## config.mk

```make
export PLATFORM = sky130hd
export DESIGN_NAME = add_operand_loader
export DESIGN_NICKNAME = d
export VERILOG_FILES = /design/src/rtl/add_operand_loader.sv
export SDC_FILE = /design/constraint.sdc
export NUM_CORES = 1
export LEC_CHECK = 0
export CAP_MARGIN = 15
export CORE_MARGIN = 2
export CORE_UTILIZATION = 45
export DETAILED_ROUTE_END_ITERATION = 16
export GPL_TIMING_DRIVEN = 0
export PLACE_DENSITY = 0.89
export SYNTH_ARGS = -nofsm -noshare
export SYNTH_HDL_FRONTEND = slang
export SYNTH_SLANG_ARGS = --single-unit
```

## constraint.sdc

```tcl
create_clock -name clk -period 2.6 [get_ports clk]
set_clock_uncertainty 0.15 [all_clocks]
set_input_delay 0.39 -clock clk [delete_from_list [all_inputs] [get_ports clk]]
set_output_delay 0.39 -clock clk [all_outputs]
set_load 0.01 [all_outputs]
```

## src/rtl/add_operand_loader.sv

```systemverilog
// Byte-stream operand loader for a 32-bit adder: assembles A, B and carry-in LSB-first,
// captures the adder result for one cycle, then holds it until consumed. Optional macro ADD_LOADER_OVF_EN adds res_ovf.
module add_operand_loader #(
  parameter int CIN_FROM_STREAM = 1
) (
  input  logic        clk,
  input  logic        rst,
  input  logic        flush,
  input  logic        in_valid,
  output logic        in_ready,
  input  logic [7:0]  in_data,
  output logic [31:0] op_a,
  output logic [31:0] op_b,
  output logic        op_cin,
  input  logic [31:0] add_sum,
  input  logic        add_carry,
  output logic        res_valid,
  input  logic        res_ready,
  output logic [31:0] res_sum,
  output logic        res_carry,
`ifdef ADD_LOADER_OVF_EN
  output logic        res_ovf,
`endif
  output logic        busy
);

  typedef enum logic [1:0] {LOAD, EXEC, HOLD} state_t;

  // Index of the final byte in a frame; the carry-in byte exists only when streamed.
  localparam logic [3:0] LAST_CNT = (CIN_FROM_STREAM != 0) ? 4'd8 : 4'd7;

  state_t      state_q, state_d;
  logic [3:0]  cnt_q, cnt_d;
  logic [31:0] op_a_q, op_a_d;
  logic [31:0] op_b_q, op_b_d;
  logic        op_cin_q, op_cin_d;
  logic [31:0] res_sum_q, res_sum_d;
  logic        res_carry_q, res_carry_d;
  logic        res_valid_q, res_valid_d;
  logic        res_ovf_q, res_ovf_d;

  always_ff @(posedge clk) begin
    if (rst) begin
      state_q     <= LOAD;
      cnt_q       <= 4'd0;
      op_a_q      <= 32'd0;
      op_b_q      <= 32'd0;
      op_cin_q    <= 1'b0;
      res_sum_q   <= 32'd0;
      res_carry_q <= 1'b0;
      res_valid_q <= 1'b0;
      res_ovf_q   <= 1'b0;
    end else begin
      state_q     <= state_d;
      cnt_q       <= cnt_d;
      op_a_q      <= op_a_d;
      op_b_q      <= op_b_d;
      op_cin_q    <= op_cin_d;
      res_sum_q   <= res_sum_d;
      res_carry_q <= res_carry_d;
      res_valid_q <= res_valid_d;
      res_ovf_q   <= res_ovf_d;
    end
  end

  always_comb begin
    state_d     = state_q;
    cnt_d       = cnt_q;
    op_a_d      = op_a_q;
    op_b_d      = op_b_q;
    op_cin_d    = op_cin_q;
    res_sum_d   = res_sum_q;
    res_carry_d = res_carry_q;
    res_valid_d = res_valid_q;
    res_ovf_d   = res_ovf_q;
    // Flush drops progress and any pending result but leaves the operands alone.
    if (flush) begin
      state_d     = LOAD;
      cnt_d       = 4'd0;
      res_valid_d = 1'b0;
      res_ovf_d   = 1'b0;
    end else begin
      unique case (state_q)
        LOAD: if (in_valid) begin
          cnt_d = cnt_q + 4'd1;
          if (cnt_q[3]) begin
            if (CIN_FROM_STREAM != 0) op_cin_d = in_data[0];
          end else if (!cnt_q[2]) begin
            op_a_d[{cnt_q[1:0], 3'b000} +: 8] = in_data;
          end else begin
            op_b_d[{cnt_q[1:0], 3'b000} +: 8] = in_data;
          end
          if (cnt_q == LAST_CNT) state_d = EXEC;
        end
        EXEC: begin
          res_sum_d   = add_sum;
          res_carry_d = add_carry;
          res_ovf_d   = (op_a_q[31] == op_b_q[31]) && (add_sum[31] != op_a_q[31]);
          res_valid_d = 1'b1;
          state_d     = HOLD;
        end
        HOLD: if (res_ready) begin
          res_valid_d = 1'b0;
          cnt_d       = 4'd0;
          state_d     = LOAD;
        end
        default: state_d = LOAD;
      endcase
    end
  end

  assign in_ready  = (state_q == LOAD);
  assign busy      = !((state_q == LOAD) && (cnt_q == 4'd0));
  assign op_a      = op_a_q;
  assign op_b      = op_b_q;
  assign op_cin    = (CIN_FROM_STREAM != 0) ? op_cin_q : 1'b0;
  assign res_valid = res_valid_q;
  assign res_sum   = res_sum_q;
  assign res_carry = res_carry_q;
`ifdef ADD_LOADER_OVF_EN
  assign res_ovf   = res_ovf_q;
`else
  logic unused_ovf;
  assign unused_ovf = res_ovf_q;
`endif

endmodule

```

Yosys cells after proc, flatten, opt, wreduce, memory -nomap -nowiden
Index checks and enable logic that the tools add are counted.
Word-level totals
  register bits: 105
  input bits: 46
  output and inout port bits: 101
  word-level logic and storage cells: 46
Operators by class
  add/subtract/negate cells: 2
  equality and inequality tests: 6
  shifts and indexed selects: 2
  muxes and demuxes: 11
  bitwise gates (word level): 3
  reduce and logical (&&, ||, !) cells: 14
Operators by type and width (count)
  $bwmux 32: 2
  $shift 8x7->32 const A: 1
  $shiftx 8x7->32: 1
  $reduce_and 5->1: 2
  $mux 4: 2
  $pmux 4 s2: 1
  $neg 5->7: 1
  $mux 2: 3
  $pmux 2 s3: 1
  $reduce_and 3->1: 2
  $add 4x1->4 const B: 1
  $eq 4x4->1 const B: 1
  $logic_not 4->1: 1
  $ne 2x2->1 const B: 2
  $reduce_and 2->1: 2
  $reduce_and 4->1: 1
  $reduce_bool 2->1: 2
  $not 1->1: 3
  $eq 2x1->1 const B: 1
  $eq 2x2->1 const B: 1
  $logic_not 2->1: 1
  $ne 2x1->1 const B: 1
  $pmux 1 s2: 1
  $reduce_or 2->1: 1
  other kinds (3): 3

Depth between registers and ports, before layout
  depth in word-level cells: 4
  depth in mapped cells: 7
  gate-level depth less buffers: 5

Worst setup path after synthesis
No wires, ideal clock.
  path type: register to register
  start point: register cnt_q[0]
  end point: register op_a_q[0], in the netlist op_a[0]
  library setup time: 60 ps
  data arrival time: 2085 ps
  required time: 2390 ps
  setup slack: 305 ps
  cell stages (with the launch flop): 7
  clock period less this slack: 2295 ps
  cell sequence: dfxtp_1 buf_2 inv_1 ha_1 or4bb_1 nor4_4 a22o_1
Between the ends
  longest elaborated chain between the ends: 3
  elaborated cells between the ends (all ways): 4
  classes of those cells: add/sub (1); shift (2); mux (1)
RTL lines
  start: declaration: line 33  | logic [3:0] cnt_q, cnt_d;
  start signal: assignment: line 55  | cnt_q <= cnt_d;
  $neg 5->7 *: line 89  | op_a_d[{cnt_q[1:0], 3'b000} +: 8] = in_data;
  $shiftx 8x7->32 or $shift 8x7->32 (tied branches): line 89
  $bwmux 32 *: line 89
  end signal: assignment: line 56  | op_a_q <= op_a_d;
  end: declaration: line 34  | logic [31:0] op_a_q, op_a_d;
Every way passes the cells marked *; elsewhere a longest branch is shown, timed or not.
A chain may end at the register's enable or synchronous reset.

Final worst setup path
  start point: register cnt_q[0]
  end point: output busy
Between the ends
  longest elaborated chain between the ends: 3
RTL lines
  $logic_not 4->1: line 113  | assign busy = !((state_q == LOAD) && (cnt_q == 4'd0));
  $logic_and 1x1->1: line 113
  $logic_not 1->1: line 113
  end: declaration: line 24  | output logic busy
Every way passes these cells.

==> flow_summary.yaml <==
setup_path:
  path_cells: "buf_6 -> inv_1 -> ha_1 -> nand3_1 -> clkdlybuf4s50_1"
  crit_fanout: 10
  required_ps: 2060
  worstPathArrival_ps: 1900
  startpoint_type: "flip-flop"
  slowest_stage: "clkdlybuf4s50_1"
  max_stage_delay_ps: 560
  crit_type: "reg -> out"
  end_kind: "output pin"
clock_tree:
  numClockSinks: 105
  root_buffer: "clkbuf_8"
  cts_tree: "built"
  clockBufferDepth: 2
  htreeDepth: 3
  clock_latency_ps: 370
  numCtsBuffers: 9
  clkTransAtPathRegs_ps: 100
logic_synthesis:
  ys.warnings.count: 0
  yosys_register_bits: 105
  synthArstFlopShare: 0
  seq_area_frac_synth: 0.504
  synth_edf_count: 0
  syn_area_per_cell_um2: 9.66
  syn_area_mm2: 0.00417
  yosysTopAreaCell: "dfxtp_1"
  synth.net_count: 484
  synth.area.top_cells: "dfxtp_1, mux2i_1, nand2b_1"
  synthCells: 432
  synth_cell_types: 37
  yosysTopAreaCellShare: 0.504
  synth_flop_cell: "dfxtp_1"
placement:
  dpl.cell_count: 688
  hpwl_um: 8340
  port_buffers: 145
  gp_congestion: 0.847
timing:
  timing_hold_violations_final: 0
  post-route-period-util: 0.940
  worst_slew_pin_slew_ps: 785
  rsz0062_at_grt: "false"
  finalMaxSlewViolations: 0
  setup_tns_ps: 0
  final.min_clock_period_ps: 2440
  slew_headroom: 0.474
  fmax_ghz: 0.409
  setup_viol: 0
routing:
  met1_length_um: 4570
  top_layer_used: "met4"
  first_pass_iters: 4
  wire_per_inst_um: 15.5
  dr_wl_met3_um: 845
  drtIter0Drc: 117
  vias: 3623
  drt_wl_total_um: 10900
  met2_length_um: 5300
  antenna_left: 0
  drc: 0
  vias_per_cell: 5.15
status:
  status: "completed"
layout:
  diodes: 0
  drive_gt1_frac: 0.0607
  syn_to_final_growth_pct: 42.7
  fillers: 715
  instances_no_fill: 704
  final_nets: 640
floorplan:
  rows: 35
  core_mm2: 0.00911
  dieArea_mm2: 0.0101
  die_h_um: 100
  ios: 147
  start_util: 0.458
  die-width_um: 100
global_routing:
  grt_usage: 0.222
  antenna_found_initial: 0
  grt_pass1_wl_um: 17800
  grt.overflow.total: 0
  grt_max_degree: 20
  grt_pass1_vias: 3633
hold_path:
  min_path_type: "in -> reg"
pwr:
  power.leakage_nw: 2.14
  power_density_mw_per_mm2: 465
  peakVddDrop_mv: 0.314
run:
  cap_violations: 0
-- flip-flops by register name, summed over array words and instances (netlist names) --
register and flops:
res_valid 1, op_cin 1, cnt_q 4, op_a 32
state_q 2, res_carry 1, op_b 32, res_sum 32
-- final timing paths --
check	startpoint	end	slack (ps)	depth (start not counted)
max	cnt_q[0]$_SDFFE_PP0P_	busy	160	5
min	flush	state_q[1]$_SDFFE_PP0P_	190	2
max reg2reg	cnt_q[0]$_SDFFE_PP0P_	op_a[3]$_SDFFE_PP0P_	180	6
min reg2reg	res_sum[15]$_SDFFE_PP0P_	res_sum[15]$_SDFFE_PP0P_	310	2
-- kinds of logic after synthesis --
family / Yosys count / synth area share
muxes: 49 / 0.118
and+or+nand+nor: 180 / 0.239
AOI/OAI and AO/OA: 62 / 0.0909
buffers and inverters: 30 / 0.0306
adders and majority gates: 6 / 0.0180
DFF: 105 / 0.504
-- routing by layer --
metal  GRT usage  vias to the layer above
met2       0.374                      131
met1       0.266                     1699
met5           0                        -
met3      0.0710                       13
met4      0.0769                        0
li1            -                     1780
-- worst max-delay path, delay by kind of cell, from the launching register on --
| kind | cells | cell delay, ps |
|---|---|---|
| buffers and inverters | 3 | 800 |
| flip-flops | 1 | 380 |
| adder cells (fa/ha/maj) | 1 | 270 |
| AND/OR/NAND/NOR | 1 | 100 |
-- layout by cell type, fill, tap and decap left out, drive strengths merged, types with 3 or more instances in the layout --
cell | Yosys | final
a21oi | 38 | 38
clkinv | 0 | 3
ha | 6 | 6
nand2 | 83 | 83
inv | 4 | 8
nand3 | 15 | 15
nor3b | 3 | 3
o21ai | 4 | 4
nor2b | 4 | 4
nor4b | 3 | 3
nand2b | 50 | 50
mux2i | 49 | 49
clkbuf | 19 | 28
dfxtp | 105 | 105
nor2 | 5 | 5
clkdlybuf4s50 | 0 | 145
a22o | 16 | 16
and3 | 3 | 3
buf | 7 | 7
-- cell type report --
cell class	count	area [um^2]	area share
clock inverter	7	58.8	0.00988
multi-input combinational	297	1940	0.326
tap	111	139	0.0233
timing repair buffer	145	1450	0.244
buffer	26	119	0.0200
clock buffer	9	124	0.0208
inverter	4	15.0	0.00252
sequential	105	2100	0.353
-- synth_stat cells, drive strengths merged (2+ instances only) --
cell and number:
and3 3, nor3b 3, dfxtp 105, nand2 83, nand2b 50, buf 7
nor4 2, inv 4, a21oi 38, ha 6, o21ai 4, nand3 15
nor2b 4, a31oi 2, nor4b 3, nor2 5, mux2i 49, nand3b 2
clkbuf 19, a22o 16
-- power breakdown --
| part | internal [W] | total [W] | switching (W) | leakage [nW] |
|---|---|---|---|---|
| combinational | 0.000103 | 0.000187 | 0.0000849 | 1.19 |
| sequential | 0.00161 | 0.00162 | 0.00000436 | 0.846 |
| clock | 0.000368 | 0.000965 | 0.000597 | 0.0978 |
-- stage by stage --
stage	total power, W	hold slack (ps)	setup slack [ps]	util	cell area (um^2)
2_1_floorplan	0.00173	331	305	-	4170
3_3_place_gp	0.00184	292	84.8	0.633	5760
3_5_place_dp	0.00184	300	41.6	0.633	5760
4_1_cts	0.00278	177	43.6	0.653	5950
5_1_grt	0.00287	193	41.2	0.654	5950
6_report	0.00277	186	156	0.654	5950
-- what timing repair did --
action	in CTS	in global routing
endpoints found under the setup margin	1	6
hold buffers	0	0
setup buffers	0	0
gates resized for setup	1	2
cloned	0	0
Power figures use the tool's default switching activity.
